### src/rtl/vga_pkg.sv
// rtl/vga_pkg.sv - shared VGA timing constants and types for the motion generators and renderers
package vga_pkg;
    localparam int H_ACTIVE = 1024;
    localparam int V_ACTIVE = 768;
    localparam int H_TOTAL  = 1344;
    localparam int V_TOTAL  = 806;
    localparam int RGB_W    = 12;
    localparam int CNT_W    = 11;
    localparam int POS_W    = 12;

    localparam logic [POS_W-1:0] X_LAT_RST = 12'd512;
    localparam logic [POS_W-1:0] Y_LAT_RST = 12'd384;

    typedef struct packed {
        logic [CNT_W-1:0] hcount;
        logic [CNT_W-1:0] vcount;
        logic             hsync;
        logic             vsync;
        logic             hblnk;
        logic             vblnk;
    } vga_timing_t;

    // Distances beyond RADIUS never reach the squarer, so RADIUS+1 bounds the width.
    function automatic int dist_w(input int radius);
        return $clog2(radius + 2);
    endfunction
endpackage

### src/rtl/ball_dist.sv
// rtl/ball_dist.sv - per-axis registered |pixel-centre| with range flag and square
module ball_dist
    import vga_pkg::*;
#(
    parameter int RADIUS = 10,
    parameter int DW     = 4
) (
    input  logic              clk,
    input  logic              reset,
    input  logic [CNT_W-1:0]  pix,
    input  logic [POS_W-1:0]  centre,
    output logic              in_range,
    output logic [2*DW-1:0]   dist_sq
);
    localparam logic [12:0] LIM = 13'(RADIUS);

    logic signed [12:0] diff;
    logic [12:0]        mag;
    logic [DW-1:0]      dist_d, dist_q;
    logic               in_range_d, in_range_q;

    // Signed 13-bit difference keeps an off-screen centre from wrapping to the far edge.
    always_comb begin
        diff       = $signed({2'b00, pix}) - $signed({1'b0, centre});
        mag        = diff[12] ? -diff : diff;
        in_range_d = (mag <= LIM);
        dist_d     = in_range_d ? mag[DW-1:0] : '0;
    end

    always_ff @(posedge clk) begin
        if (reset) begin
            dist_q     <= '0;
            in_range_q <= 1'b0;
        end else begin
            dist_q     <= dist_d;
            in_range_q <= in_range_d;
        end
    end

    assign in_range = in_range_q;
    assign dist_sq  = {{DW{1'b0}}, dist_q} * {{DW{1'b0}}, dist_q};
endmodule

### src/rtl/draw_ball_render.sv
// rtl/draw_ball_render.sv - overlays a filled circle on the VGA stream with 2-cycle aligned latency
module draw_ball_render
    import vga_pkg::*;
#(
    parameter int               RADIUS     = 10,
    parameter logic [RGB_W-1:0] BALL_COLOR = 12'hFFF
) (
    input  logic              pclk,
    input  logic              reset,
    input  logic [POS_W-1:0]  x_pos,
    input  logic [POS_W-1:0]  y_pos,
    input  logic [CNT_W-1:0]  hcount_in,
    input  logic [CNT_W-1:0]  vcount_in,
    input  logic              hsync_in,
    input  logic              vsync_in,
    input  logic              hblnk_in,
    input  logic              vblnk_in,
    input  logic [RGB_W-1:0]  rgb_in,
    output logic [CNT_W-1:0]  hcount_out,
    output logic [CNT_W-1:0]  vcount_out,
    output logic              hsync_out,
    output logic              vsync_out,
    output logic              hblnk_out,
    output logic              vblnk_out,
    output logic [RGB_W-1:0]  rgb_out
);
    localparam int               DW    = dist_w(RADIUS);
    localparam int               SQ_W  = 2 * DW;
    localparam int               SUM_W = SQ_W + 1;
    localparam logic [SUM_W-1:0] R_SQ  = SUM_W'(RADIUS * RADIUS);

    vga_timing_t       tim_s1_d, tim_s1_q, tim_s2_d, tim_s2_q;
    logic [RGB_W-1:0]  rgb_s1_d, rgb_s1_q, rgb_s2_d, rgb_s2_q;
    logic [POS_W-1:0]  x_lat_d, x_lat_q, y_lat_d, y_lat_q;
    logic              vblnk_prev_d, vblnk_prev_q;
    logic              in_x, in_y, hit;
    logic [SQ_W-1:0]   dx_sq, dy_sq;
    logic [SUM_W-1:0]  dist_sum;

    ball_dist #(.RADIUS(RADIUS), .DW(DW)) u_dist_x (
        .clk(pclk), .reset(reset), .pix(hcount_in), .centre(x_lat_q),
        .in_range(in_x), .dist_sq(dx_sq)
    );

    ball_dist #(.RADIUS(RADIUS), .DW(DW)) u_dist_y (
        .clk(pclk), .reset(reset), .pix(vcount_in), .centre(y_lat_q),
        .in_range(in_y), .dist_sq(dy_sq)
    );

    always_comb begin
        vblnk_prev_d = vblnk_in;
        x_lat_d      = x_lat_q;
        y_lat_d      = y_lat_q;
        // Position only moves at frame start so the ball never tears.
        if (vblnk_in && !vblnk_prev_q) begin
            x_lat_d = x_pos;
            y_lat_d = y_pos;
        end

        tim_s1_d.hcount = hcount_in;
        tim_s1_d.vcount = vcount_in;
        tim_s1_d.hsync  = hsync_in;
        tim_s1_d.vsync  = vsync_in;
        tim_s1_d.hblnk  = hblnk_in;
        tim_s1_d.vblnk  = vblnk_in;
        rgb_s1_d        = rgb_in;

        dist_sum = SUM_W'(dx_sq) + SUM_W'(dy_sq);
        hit      = in_x && in_y && (dist_sum <= R_SQ) && !tim_s1_q.hblnk && !tim_s1_q.vblnk;
        tim_s2_d = tim_s1_q;
        rgb_s2_d = hit ? BALL_COLOR : rgb_s1_q;
    end

    always_ff @(posedge pclk) begin
        if (reset) begin
            vblnk_prev_q <= 1'b0;
            x_lat_q      <= X_LAT_RST;
            y_lat_q      <= Y_LAT_RST;
            tim_s1_q     <= '0;
            rgb_s1_q     <= '0;
            tim_s2_q     <= '0;
            rgb_s2_q     <= '0;
        end else begin
            vblnk_prev_q <= vblnk_prev_d;
            x_lat_q      <= x_lat_d;
            y_lat_q      <= y_lat_d;
            tim_s1_q     <= tim_s1_d;
            rgb_s1_q     <= rgb_s1_d;
            tim_s2_q     <= tim_s2_d;
            rgb_s2_q     <= rgb_s2_d;
        end
    end

    assign hcount_out = tim_s2_q.hcount;
    assign vcount_out = tim_s2_q.vcount;
    assign hsync_out  = tim_s2_q.hsync;
    assign vsync_out  = tim_s2_q.vsync;
    assign hblnk_out  = tim_s2_q.hblnk;
    assign vblnk_out  = tim_s2_q.vblnk;
    assign rgb_out    = rgb_s2_q;
endmodule

### config.mk
export PLATFORM = sky130hd
export DESIGN_NAME = draw_ball_render
export DESIGN_NICKNAME = d
export VERILOG_FILES = /design/src/rtl/vga_pkg.sv /design/src/rtl/ball_dist.sv /design/src/rtl/draw_ball_render.sv
export SDC_FILE = /design/constraint.sdc
export NUM_CORES = 1
export LEC_CHECK = 0
export CAP_MARGIN = 5
export CORE_UTILIZATION = 33
export CTS_CLUSTER_DIAMETER = 120
export DETAILED_ROUTE_END_ITERATION = 8
export GPL_TIMING_DRIVEN = 0
export PLACE_DENSITY = 0.58
export SYNTH_ARGS = -nofsm -noshare
export SYNTH_HDL_FRONTEND = slang
export SYNTH_SLANG_ARGS = --single-unit
export TNS_END_PERCENT = 20
### constraint.sdc
create_clock -name pclk -period 4.35 [get_ports pclk]
set_input_delay 0.87 -clock pclk [delete_from_list [all_inputs] [get_ports pclk]]
set_output_delay 0.87 -clock pclk [all_outputs]
set_load 0.01 [all_outputs]
==> impl_metrics.ini, run 1 <==
[clocking]
htreeDepth = 3
cts_sinks = 110
root_buffer = clkbuf_16
numCtsBuffers = 9
clk_pin_slew_worst_paths_ns = 0.08
cts_tree = built
clk_path_buf_depth = 2
clkLatencyLatePin_ns = 0.36
hold_buffers = 0

[timing]
worst_clock_skew_ns = 0.008302
min_period_over_period_pct = 105.7
setup-violations-final = 12
slew_headroom_pct = 50.73
finalMaxSlewViolations = 0
grt_setup_unrepaired = yes
hold_viol = 0
worst_slack_ns = -0.2460
tns_ns = -2.531
max_slew.worst_pin.slew_ns = 0.7340
fmax_mhz = 217.6
layout_min_cycle_time_ns = 4.596

[grt]
grt_pass1_vias = 4511
grt_max_degree = 20
antenna_found_initial = 0
grt_overflow_total = 0
grt_pass1_wl_um = 22180
grt_usage_pct = 15.71

[power]
clock_power_share_pct = 32.6
peakVddDrop_uv = 198.1
p_comb_share_pct = 24.0
cell_internal_pwr_mw = 1.712
power_mw = 2.459
power_leakage_nw = 3.096
sequentialPowerShare_pct = 43.3
power_switching_uw = 746.7
power.density_nw_per_um2 = 323.1
p_sw_share_pct = 30.37

[die]
die_area_um2 = 18270
start_util_pct = 33.83
io_pins = 102
die_w_um = 135.2
num_rows = 48
die_y_um = 135.2
core_area_um2 = 17300

[worst_hold_path]
hp-start = rgb_s1_q[9]
hold_path_class = reg -> reg
hold_depth = 2

[detailed_routing]
first_iter_violations = 196
vias = 4878
via_per_inst = 4.792
ant_nets = 0
wire_per_inst_um = 13.50
drtPass1Iterations = 4
routed_wl_um = 13750
drcViolationCount = 0

[flow_run]
cap_violations = 0

[place]
dpl-instance-area_um2 = 7181
port_buffers = 101
gp_congestion = 0.8183
dpl.hpwl_um = 10650
post-place-cells = 990

[critical_path]
r2r-start = u_dist_y.dist_q[3]
cp_data_required_time_ns = 4.64
ff2ff_setup_slack_ns = -0.25
startpoint_type = flip-flop
arrival_ns = 4.89
crit_type = reg -> reg
r2r_end = rgb_out[8]
setup.worst_path.end = rgb_out[8]
cp_max_fo = 5
crit_start = u_dist_y.dist_q[3]
worstRegToRegCells = 17
endpoint_kind = flip-flop

[cells_and_area]
area_growth_pct = 30.07
final_area_um2 = 7610
fin_cells = 1018
post-route-util_pct = 44.00
multi_input_area_um2 = 3391
nNetsFinal = 905
antenna_cells = 0
seq_area_um2 = 2220
fillers = 1754
drive_gt1_share_pct = 8.827

[status]
violations = setup timing
status = finished with violations

[synthesis]
yosys_warnings = 0
synth_cell_types = 71
syn_area_per_cell_um2 = 8.811
seq_area_frac_synth_pct = 37.64
synth_edf_count = 0
synthTopCellsByArea = dfxtp_1 38%, ha_1 8.6%, nor2b_1 7.7%, a21oi_1 5.0%, fa_1 4.4%
synth_nets = 781
netlist.area_leader.share_pct = 37.64
ys.flop_type = dfxtp_1
ys_ff_latch = 110
yosysTopAreaCell = dfxtp_1
synthCells = 664
synthArstFlopShare_pct = 0
netlist_area_um2 = 5851
==> power groups by stage <==
| stage | clock, mW | combinational [mW] | sequential [mW] |
|---|---|---|---|
| floorplan | 0 | 0.400 | 1.10 |
| global placement | 0 | 0.584 | 1.09 |
| detailed placement | 0 | 0.588 | 1.09 |
| CTS | 0.831 | 0.593 | 1.07 |
| global route | 0.873 | 0.656 | 1.07 |
| finish | 0.803 | 0.591 | 1.07 |
==> routing by layer <==
layer	vias up	wire length (um)	track usage (%)
met5	-	0	0
met4	0	222	5.993
met3	16	471	2.432
met2	91	6482	25.75
met1	2263	6571	20.71
li1	2508	-	-
==> worst min-delay path by stage <==
stage                       to  slack [ns]
CTS                 rgb_out[1]        0.43
finish              rgb_out[9]        0.43
floorplan           rgb_out[0]        0.41
detailed placement  rgb_out[1]        0.42
global placement    rgb_out[4]        0.41
global route        rgb_out[9]        0.45
==> critical path: stages, from the launching register on <==
cell	delay, ns
dfxtp_2	0.35
nand2_2	0.06
fa_1	0.55
fa_1	0.44
fa_1	0.49
inv_1	0.05
fa_1	0.44
ha_2	0.21
fa_2	0.35
nor2b_4	0.14
or2_1	0.20
a22oi_1	0.14
nor2_1	0.06
a21oi_1	0.12
a21oi_1	0.07
or4_4	0.57
clkbuf_16	0.19
a21oi_2	0.12
==> layout make-up <==
cell class / instances / share of cell area [%]
clock buffers: 10 / 3.009
inverters: 60 / 2.960
well taps: 225 / 3.699
clock inverters: 6 / 0.6577
plain buffers: 21 / 1.381
multi-input cells: 473 / 44.56
repair buffers: 113 / 14.57
flip-flops and latches: 110 / 29.17
==> cells in the mapped netlist (4+ instances only) <==
| cell type | number |
|---|---|
| dfxtp_1 | 110 |
| nor2b_1 | 72 |
| nand2_1 | 64 |
| inv_1 | 60 |
| a21oi_1 | 58 |
| ha_1 | 40 |
| nor2_1 | 40 |
| xnor2_1 | 18 |
| o21ai_0 | 17 |
| clkbuf_1 | 15 |
| fa_1 | 13 |
| a21o_1 | 12 |
| nand3_1 | 12 |
| nor3_1 | 11 |
| xor2_1 | 11 |
| and2_1 | 9 |
| nand2b_1 | 7 |
| nand4_1 | 7 |
| a31oi_1 | 6 |
| a211oi_1 | 4 |
| and3_1 | 4 |
| buf_2 | 4 |
| o21a_1 | 4 |
==> stage by stage <==
stage / setup slack, ns / hold slack, ns
6_report: -0.2460 / 0.4283
5_1_grt: -0.4065 / 0.4452
4_1_cts: -0.2582 / 0.4300
3_5_place_dp: -0.4722 / 0.4187
3_3_place_gp: -0.4448 / 0.4131
2_1_floorplan: -0.1849 / 0.4108
==> state kept, by name (all words and copies together) (netlist names), 4 cells and up <==
register	flops
hcount_out	11
rgb_out	12
rgb_s1_q	12
tim_s1_q	25
u_dist_x.dist_q	4
u_dist_y.dist_q	4
vcount_out	11
x_lat_q	12
y_lat_q	12
==> what timing repair did <==
action                     CTS  global route
gates resized for setup     13             2
pin swaps                    7             3
gates cloned                 1             0
buffers inserted             9             2
setup endpoints to repair   12            12
==> placed cells by master (no fill, tap or decap), types with 7 or more instances in the layout <==
cell type and count:
dfxtp_1 104, clkdlybuf4s50_1 101, nor2b_1 71, nand2_1 61, inv_1 60, a21oi_1 52, nor2_1 40, ha_1 39
xnor2_1 18, o21ai_0 17, clkbuf_1 15, nand3_1 12, a21o_1 12, fa_1 12, xor2_1 11, nor3_1 11
buf_4 11, clkbuf_16 10, and2_1 9, nand2b_1 7, nand4_1 7, a21oi_2 7
==> kinds of logic (layout without fill, tap and decap cells) <==
family	after synthesis	after routing	share of synthesized area [%]
fa+ha+maj	53	53	13.00
xor+xnor	29	29	4.341
simple gates	247	247	22.50
buf+inv	81	210	5.282
compound gates	142	142	16.85
flops	110	110	37.64
mux	2	2	0.3849
Note: power is estimated with default switching activity, not from simulation.
==> run 2: changes to the inputs <==
--- a/config.mk
+++ b/config.mk
@@ -5,12 +5,12 @@
 export SDC_FILE = /design/constraint.sdc
 export NUM_CORES = 1
 export LEC_CHECK = 0
-export CAP_MARGIN = 5
 export CORE_UTILIZATION = 33
 export CTS_CLUSTER_DIAMETER = 120
 export DETAILED_ROUTE_END_ITERATION = 8
 export GPL_TIMING_DRIVEN = 0
 export PLACE_DENSITY = 0.58
+export SLEW_MARGIN = 10
 export SYNTH_ARGS = -nofsm -noshare
 export SYNTH_HDL_FRONTEND = slang
 export SYNTH_SLANG_ARGS = --single-unit
==> results of run 2 <==
Same layout as run 1: the final DEF is identical, and so are final timing and power.
